**config.mk**
```make
export PLATFORM = sky130hd
export DESIGN_NAME = uart_rx_fifo
export DESIGN_NICKNAME = d
export VERILOG_FILES = /design/src/rtl/uart_rx_fifo.sv
export SDC_FILE = /design/constraint.sdc
export NUM_CORES = 1
export LEC_CHECK = 0
export ABC_AREA = 1
export CORE_ASPECT_RATIO = 0.6
export CORE_UTILIZATION = 43
export DETAILED_ROUTE_END_ITERATION = 6
export SKIP_CTS_REPAIR_TIMING = 1
export SYNTH_ARGS = -nofsm -noshare
export SYNTH_HDL_FRONTEND = slang
export SYNTH_SLANG_ARGS = --single-unit
```
**constraint.sdc**
```tcl
create_clock -name clk12 -period 2.6 [get_ports clk12]
set_input_delay 0.26 -clock clk12 [delete_from_list [all_inputs] [get_ports clk12]]
set_output_delay 0.26 -clock clk12 [all_outputs]
set_load 0.01 [all_outputs]
```
**src/rtl/uart_rx_fifo.sv**
```systemverilog
// -----------------------------------------------------------------------------
// uart_rx_fifo
//
// Receive buffer between UART_RX and the 68000 bus decode. Bytes from the
// receiver are queued in arrival order. The bus-side data register presents
// the head byte, and rxf_n reports whether a byte is waiting. This lets bursts
// arriving at 115200 baud survive while the CPU is busy.
//
// Optional feature macro: RX_FIFO_OVERRUN_EN
//   When defined, the ports clr_overrun/overrun are added. overrun is a sticky
//   drop flag. When undefined, dropped bytes are silent.
//
// Parameters
//   DEPTH_LOG2   log2 of FIFO depth (default 4 -> 16 entries), 1..8
//
// Ports
//   clk12        in   12 MHz system clock, all logic on posedge
//   rst          in   synchronous active-high reset
//   rx_dv        in   1-cycle pulse: rx_byte valid
//   rx_byte      in   received byte
//   rd_strobe    in   high while a CPU read of the data register is in progress
//   clr_overrun  in   (RX_FIFO_OVERRUN_EN) clear the sticky overrun flag
//   overrun      out  (RX_FIFO_OVERRUN_EN) sticky flag, set on every dropped byte
//   rd_data      out  head byte, registered
//   rxf_n        out  0 = at least one byte queued
//   level        out  number of queued bytes, 0..2**DEPTH_LOG2
// -----------------------------------------------------------------------------
module uart_rx_fifo #(
  parameter int DEPTH_LOG2 = 4
) (
  input  logic                clk12,
  input  logic                rst,
  input  logic                rx_dv,
  input  logic [7:0]          rx_byte,
  input  logic                rd_strobe,
`ifdef RX_FIFO_OVERRUN_EN
  input  logic                clr_overrun,
  output logic                overrun,
`endif
  output logic [7:0]          rd_data,
  output logic                rxf_n,
  output logic [DEPTH_LOG2:0] level
);

  localparam int                  DEPTH      = 1 << DEPTH_LOG2;
  localparam logic [DEPTH_LOG2:0] FULL_LEVEL = DEPTH[DEPTH_LOG2:0];
  localparam logic [DEPTH_LOG2:0] LVL_ZERO   = (DEPTH_LOG2+1)'(32'd0);
  localparam logic [DEPTH_LOG2:0] LVL_ONE    = (DEPTH_LOG2+1)'(32'd1);
  localparam logic [DEPTH_LOG2-1:0] PTR_ZERO = DEPTH_LOG2'(32'd0);
  localparam logic [DEPTH_LOG2-1:0] PTR_ONE  = DEPTH_LOG2'(32'd1);

  logic [7:0]            r_mem [DEPTH];
  logic [DEPTH_LOG2-1:0] r_wr_ptr;
  logic [DEPTH_LOG2-1:0] r_rd_ptr;
  logic [DEPTH_LOG2:0]   r_level;
  logic [7:0]            r_rd_data;
  logic                  r_rxf_n;
  logic                  r_strobe_d;

  logic                  w_full;
  logic                  w_pop;
  logic                  w_push;
  logic                  w_head_from_push;
  logic [DEPTH_LOG2:0]   w_level_nxt;
  logic [DEPTH_LOG2-1:0] w_rd_ptr_nxt;
  logic [7:0]            w_rd_data_nxt;

  // Push/pop decisions, next level and next presented head byte.
  always_comb begin
    w_full           = (r_level == FULL_LEVEL);
    // Pop only on the strobe's falling edge, so one bus access pops once and
    // rd_data holds still while the strobe is high.
    w_pop            = r_strobe_d & ~rd_strobe & (r_level != LVL_ZERO);
    // A simultaneous pop frees a slot, so a push at full is still accepted.
    w_push           = rx_dv & (~w_full | w_pop);
    w_level_nxt      = r_level;
    w_rd_ptr_nxt     = r_rd_ptr;
    w_head_from_push = 1'b0;
    w_rd_data_nxt    = r_rd_data;

    if (w_push && !w_pop) begin
      w_level_nxt = r_level + LVL_ONE;
    end else if (w_pop && !w_push) begin
      w_level_nxt = r_level - LVL_ONE;
    end else begin
      w_level_nxt = r_level;
    end

    if (w_pop) begin
      w_rd_ptr_nxt = r_rd_ptr + PTR_ONE;
    end else begin
      w_rd_ptr_nxt = r_rd_ptr;
    end

    // The byte being pushed becomes the head when nothing else remains queued;
    // it is not in memory yet, so it is forwarded straight from the input.
    w_head_from_push = w_push &&
                       ((r_level == LVL_ZERO) || (w_pop && (r_level == LVL_ONE)));

    if (w_level_nxt == LVL_ZERO) begin
      w_rd_data_nxt = r_rd_data;
    end else if (w_head_from_push) begin
      w_rd_data_nxt = rx_byte;
    end else begin
      w_rd_data_nxt = r_mem[w_rd_ptr_nxt];
    end
  end

  // Storage array. It is not cleared by reset, and a push is blocked during reset.
  always_ff @(posedge clk12) begin
    if (w_push && !rst) begin
      r_mem[r_wr_ptr] <= rx_byte;
    end
  end

  // Pointers, level, strobe history and registered bus-side outputs.
  always_ff @(posedge clk12) begin
    if (rst) begin
      r_wr_ptr   <= PTR_ZERO;
      r_rd_ptr   <= PTR_ZERO;
      r_level    <= LVL_ZERO;
      r_rd_data  <= 8'h00;
      r_rxf_n    <= 1'b1;
      r_strobe_d <= 1'b0;
    end else begin
      if (w_push) begin
        r_wr_ptr <= r_wr_ptr + PTR_ONE;
      end
      r_rd_ptr   <= w_rd_ptr_nxt;
      r_level    <= w_level_nxt;
      r_rd_data  <= w_rd_data_nxt;
      r_rxf_n    <= (w_level_nxt == LVL_ZERO);
      r_strobe_d <= rd_strobe;
    end
  end

`ifdef RX_FIFO_OVERRUN_EN
  logic r_overrun;
  logic w_drop;

  // A byte is dropped when it arrives but cannot be accepted.
  always_comb begin
    w_drop = rx_dv & ~w_push;
  end

  // Sticky overrun flag. A drop in the same cycle as a clear takes priority.
  always_ff @(posedge clk12) begin
    if (rst) begin
      r_overrun <= 1'b0;
    end else if (w_drop) begin
      r_overrun <= 1'b1;
    end else if (clr_overrun) begin
      r_overrun <= 1'b0;
    end else begin
      r_overrun <= r_overrun;
    end
  end

  assign overrun = r_overrun;
`endif

  assign rd_data = r_rd_data;
  assign rxf_n   = r_rxf_n;
  assign level   = r_level;

endmodule

```
==> impl_metrics.tcl <==
set metrics [dict create \
    p_clk_frac 0.422 \
    cap_violations 0 \
    grt_antenna_before_repair 0 \
    gp_congestion 0.928 \
    skew_ns 0.00851 \
    ir_drop_mv 0.338 \
    ant_nets 0 \
    die_w_um 166 \
    crit_chain "inv_1 -> ha_1 -> and2_1 -> a31oi_1 -> buf_4 -> inv_1 -> nor2_1 -> inv_1 -> nor3_1 -> buf_4" \
    tns_ns 0 \
    power.total_w 0.00565 \
    slew_viol_final 0 \
    power_density_mw_per_mm2 692 \
    grt_use_total 0.229 \
    synth-async-reset-ratio 0 \
    synthFlopType "edfxtp_1" \
    vias_per_cell 5.29 \
    cts_tree "done" \
    switchingPower_w 0.00144 \
    min_period_ns 2.37 \
    hp-class "in -> reg" \
    clock_latency_ns 0.42 \
    cp.arrival_ns 2.49 \
    endpoint_kind "flip-flop" \
    start_util 0.447 \
    hold_violations 0 \
    p_sw_frac 0.254 \
    synth.cell_area_mm2 0.00694 \
    design_area_mm2 0.00816 \
    p_int_w 0.00421 \
    cp-start-kind "flip-flop" \
    grt_overflow 0 \
    wl_per_cell_um 18.4 \
    grt_pass1_wl_mm 27.9 \
    drive_gt1_frac 0.105 \
    worst-slew-pin-transition_ns 0.834 \
    placed_area_mm2 0.00759 \
    drt_iter0_drc 649 \
    port_buffers 25 \
    grt_max_degree 45 \
    setup_viol 0 \
    cts_buffers 17 \
    critical_path.slowest_cell "dfxtp_1" \
    crit_path_frequent_cell "inv_1" \
    leakage_nw 3.45 \
    status "complete, no violations" \
    drt-total-wl_mm 18.0 \
    yosys_warnings 0 \
    seq_area_frac_synth 0.620 \
    clock_path_buffers 2 \
    max_freq_ghz 0.423 \
    synth-edff-count 128 \
    fp.coreArea_mm2 0.0155 \
    drc 0 \
    clk_pin_slew_ns 0.07 \
    cts-root-buf "clkbuf_16" \
    synth_seq_cells 151 \
    ios 26 \
    critPathMaxFanout 8 \
    slew_headroom 0.442 \
    ys_types 31 \
    slowest_delay_ns 0.40 \
    rsz0062_at_grt "false" \
    synth_cells 720 \
    grt_pass1_vias 4753 \
    synth_area_per_cell_um2 9.64 \
    die_area_mm2 0.0167 \
    dpl.hpwl_mm 12.0 \
    drt_pre_antenna_iters 6 \
    area_growth_syn_to_layout_pct 17.6 \
    fp-row-count 35 \
    syn-num-nets 741 \
    cts.sinks 151 \
    vias 5192 \
    pwr-share-comb 0.100 \
    timing.final.crit_share 0.910 \
    die_y_um 100 \
    seqPwrFrac 0.479 \
    worstSetupPathType "reg -> reg" \
    crit_required_ns 2.72 \
    htree_levels 4 \
    nets 786 \
]
==> synthesized netlist by cell type (5+ instances only) <==
library cell | count | area share
inv_1 | 93 | 0.050
buf_2 | 21 | 0.015
a21oi_1 | 9 | 0.0065
nand3_1 | 161 | 0.12
nor2_1 | 36 | 0.019
ha_1 | 9 | 0.016
edfxtp_1 | 128 | 0.55
nor3_1 | 8 | 0.0058
nand2_1 | 184 | 0.099
nand3b_1 | 7 | 0.0076
buf_4 | 7 | 0.0076
dfxtp_1 | 23 | 0.066
nand4_1 | 5 | 0.0045
==> state kept, by name, indices dropped and copies added (netlist names) <==
name        cells
r_strobe_d      1
r_mem         128
r_rd_ptr        4
level           5
rxf_n           1
r_wr_ptr        4
rd_data         8
==> cells in the final DEF, fill, tap and decap left out, drive strengths merged, types with 4 or more instances in the layout <==
cell,Yosys,final
clkbuf,3,17
nand3b,7,7
nand4,5,5
nor3,8,8
o21ai,6,6
clkinv,0,4
edfxtp,128,128
nand2,186,186
buf,30,34
nand3,164,164
ha,9,9
dfxtp,23,23
nor2,38,38
inv,97,104
clkdlybuf4s50,0,25
a21oi,9,9
==> layer usage <==
metal | vias to the layer above | track usage | part of all wire
met2 | 214 | 0.319 | 0.40
met5 | - | 0 | 0
met3 | 13 | 0.0497 | 0.079
li1 | 2486 | - | -
met1 | 2479 | 0.358 | 0.51
met4 | 0 | 0.0518 | 0.0080
==> metrics by stage <==
step | hold WS, ns | setup WS, ns | cells | util
final | 0.394 | 0.234 | 982 | 0.525
after global routing | 0.431 | 0.00525 | 981 | 0.525
after CTS | 0.382 | 0.267 | 981 | 0.525
after detailed placement | 0.473 | 0.181 | 949 | 0.489
after global placement | 0.479 | 0.234 | 949 | 0.489
after floorplan | 0.359 | 0.0491 | 720 | -
==> power groups by stage <==
stage / sequential (W) / clock, W / combinational [W]
after floorplan: 0.00276 / 0 / 0.000311
after global placement: 0.00276 / 0 / 0.000558
after detailed placement: 0.00276 / 0 / 0.000559
after CTS: 0.00271 / 0.00242 / 0.000562
after global routing: 0.00271 / 0.00250 / 0.000621
final: 0.00271 / 0.00238 / 0.000563
==> area by class of cell <==
type | count | area (um^2)
well taps | 203 | 254
multi-input cells | 439 | 2100
flip-flops and latches | 151 | 4300
inverters | 97 | 364
clock inverters | 15 | 141
diodes | 1 | 2.50
repair buffers | 59 | 568
clock buffers | 17 | 425
fillers | 1382 | 7380
==> worst max-delay path: cells and delay by family (launching register included) <==
kind,cells,cell delay [ns]
DFF,1,0.40
AOI/OAI and AO/OA,1,0.22
buffers and inverters,5,0.68
adders and majority gates,1,0.22
and+or+nand+nor,3,0.53
==> cell families after synthesis <==
| kind of cell | count (synthesis) | share of synthesized area |
|---|---|---|
| buffers and inverters | 130 | 0.0789 |
| flip-flops | 151 | 0.620 |
| XOR/XNOR | 5 | 0.00739 |
| AO/OA/AOI/OAI | 16 | 0.0133 |
| adder cells (fa/ha/maj) | 9 | 0.0162 |
| AND/OR/NAND/NOR | 409 | 0.264 |
==> final timing paths <==
| kind | start | to | slack [ns] | cells past startpoint |
|---|---|---|---|---|
| hold / removal | rd_strobe | r_strobe_d | 0.39 | 3 |
| setup / recovery | level[1] | r_mem[1][1] | 0.23 | 10 |
| hold reg to reg | rd_data[1] | rd_data[1] | 0.48 | 2 |
| setup reg to reg | level[1] | r_mem[1][1] | 0.23 | 10 |
Power figures use the tool's default switching activity.
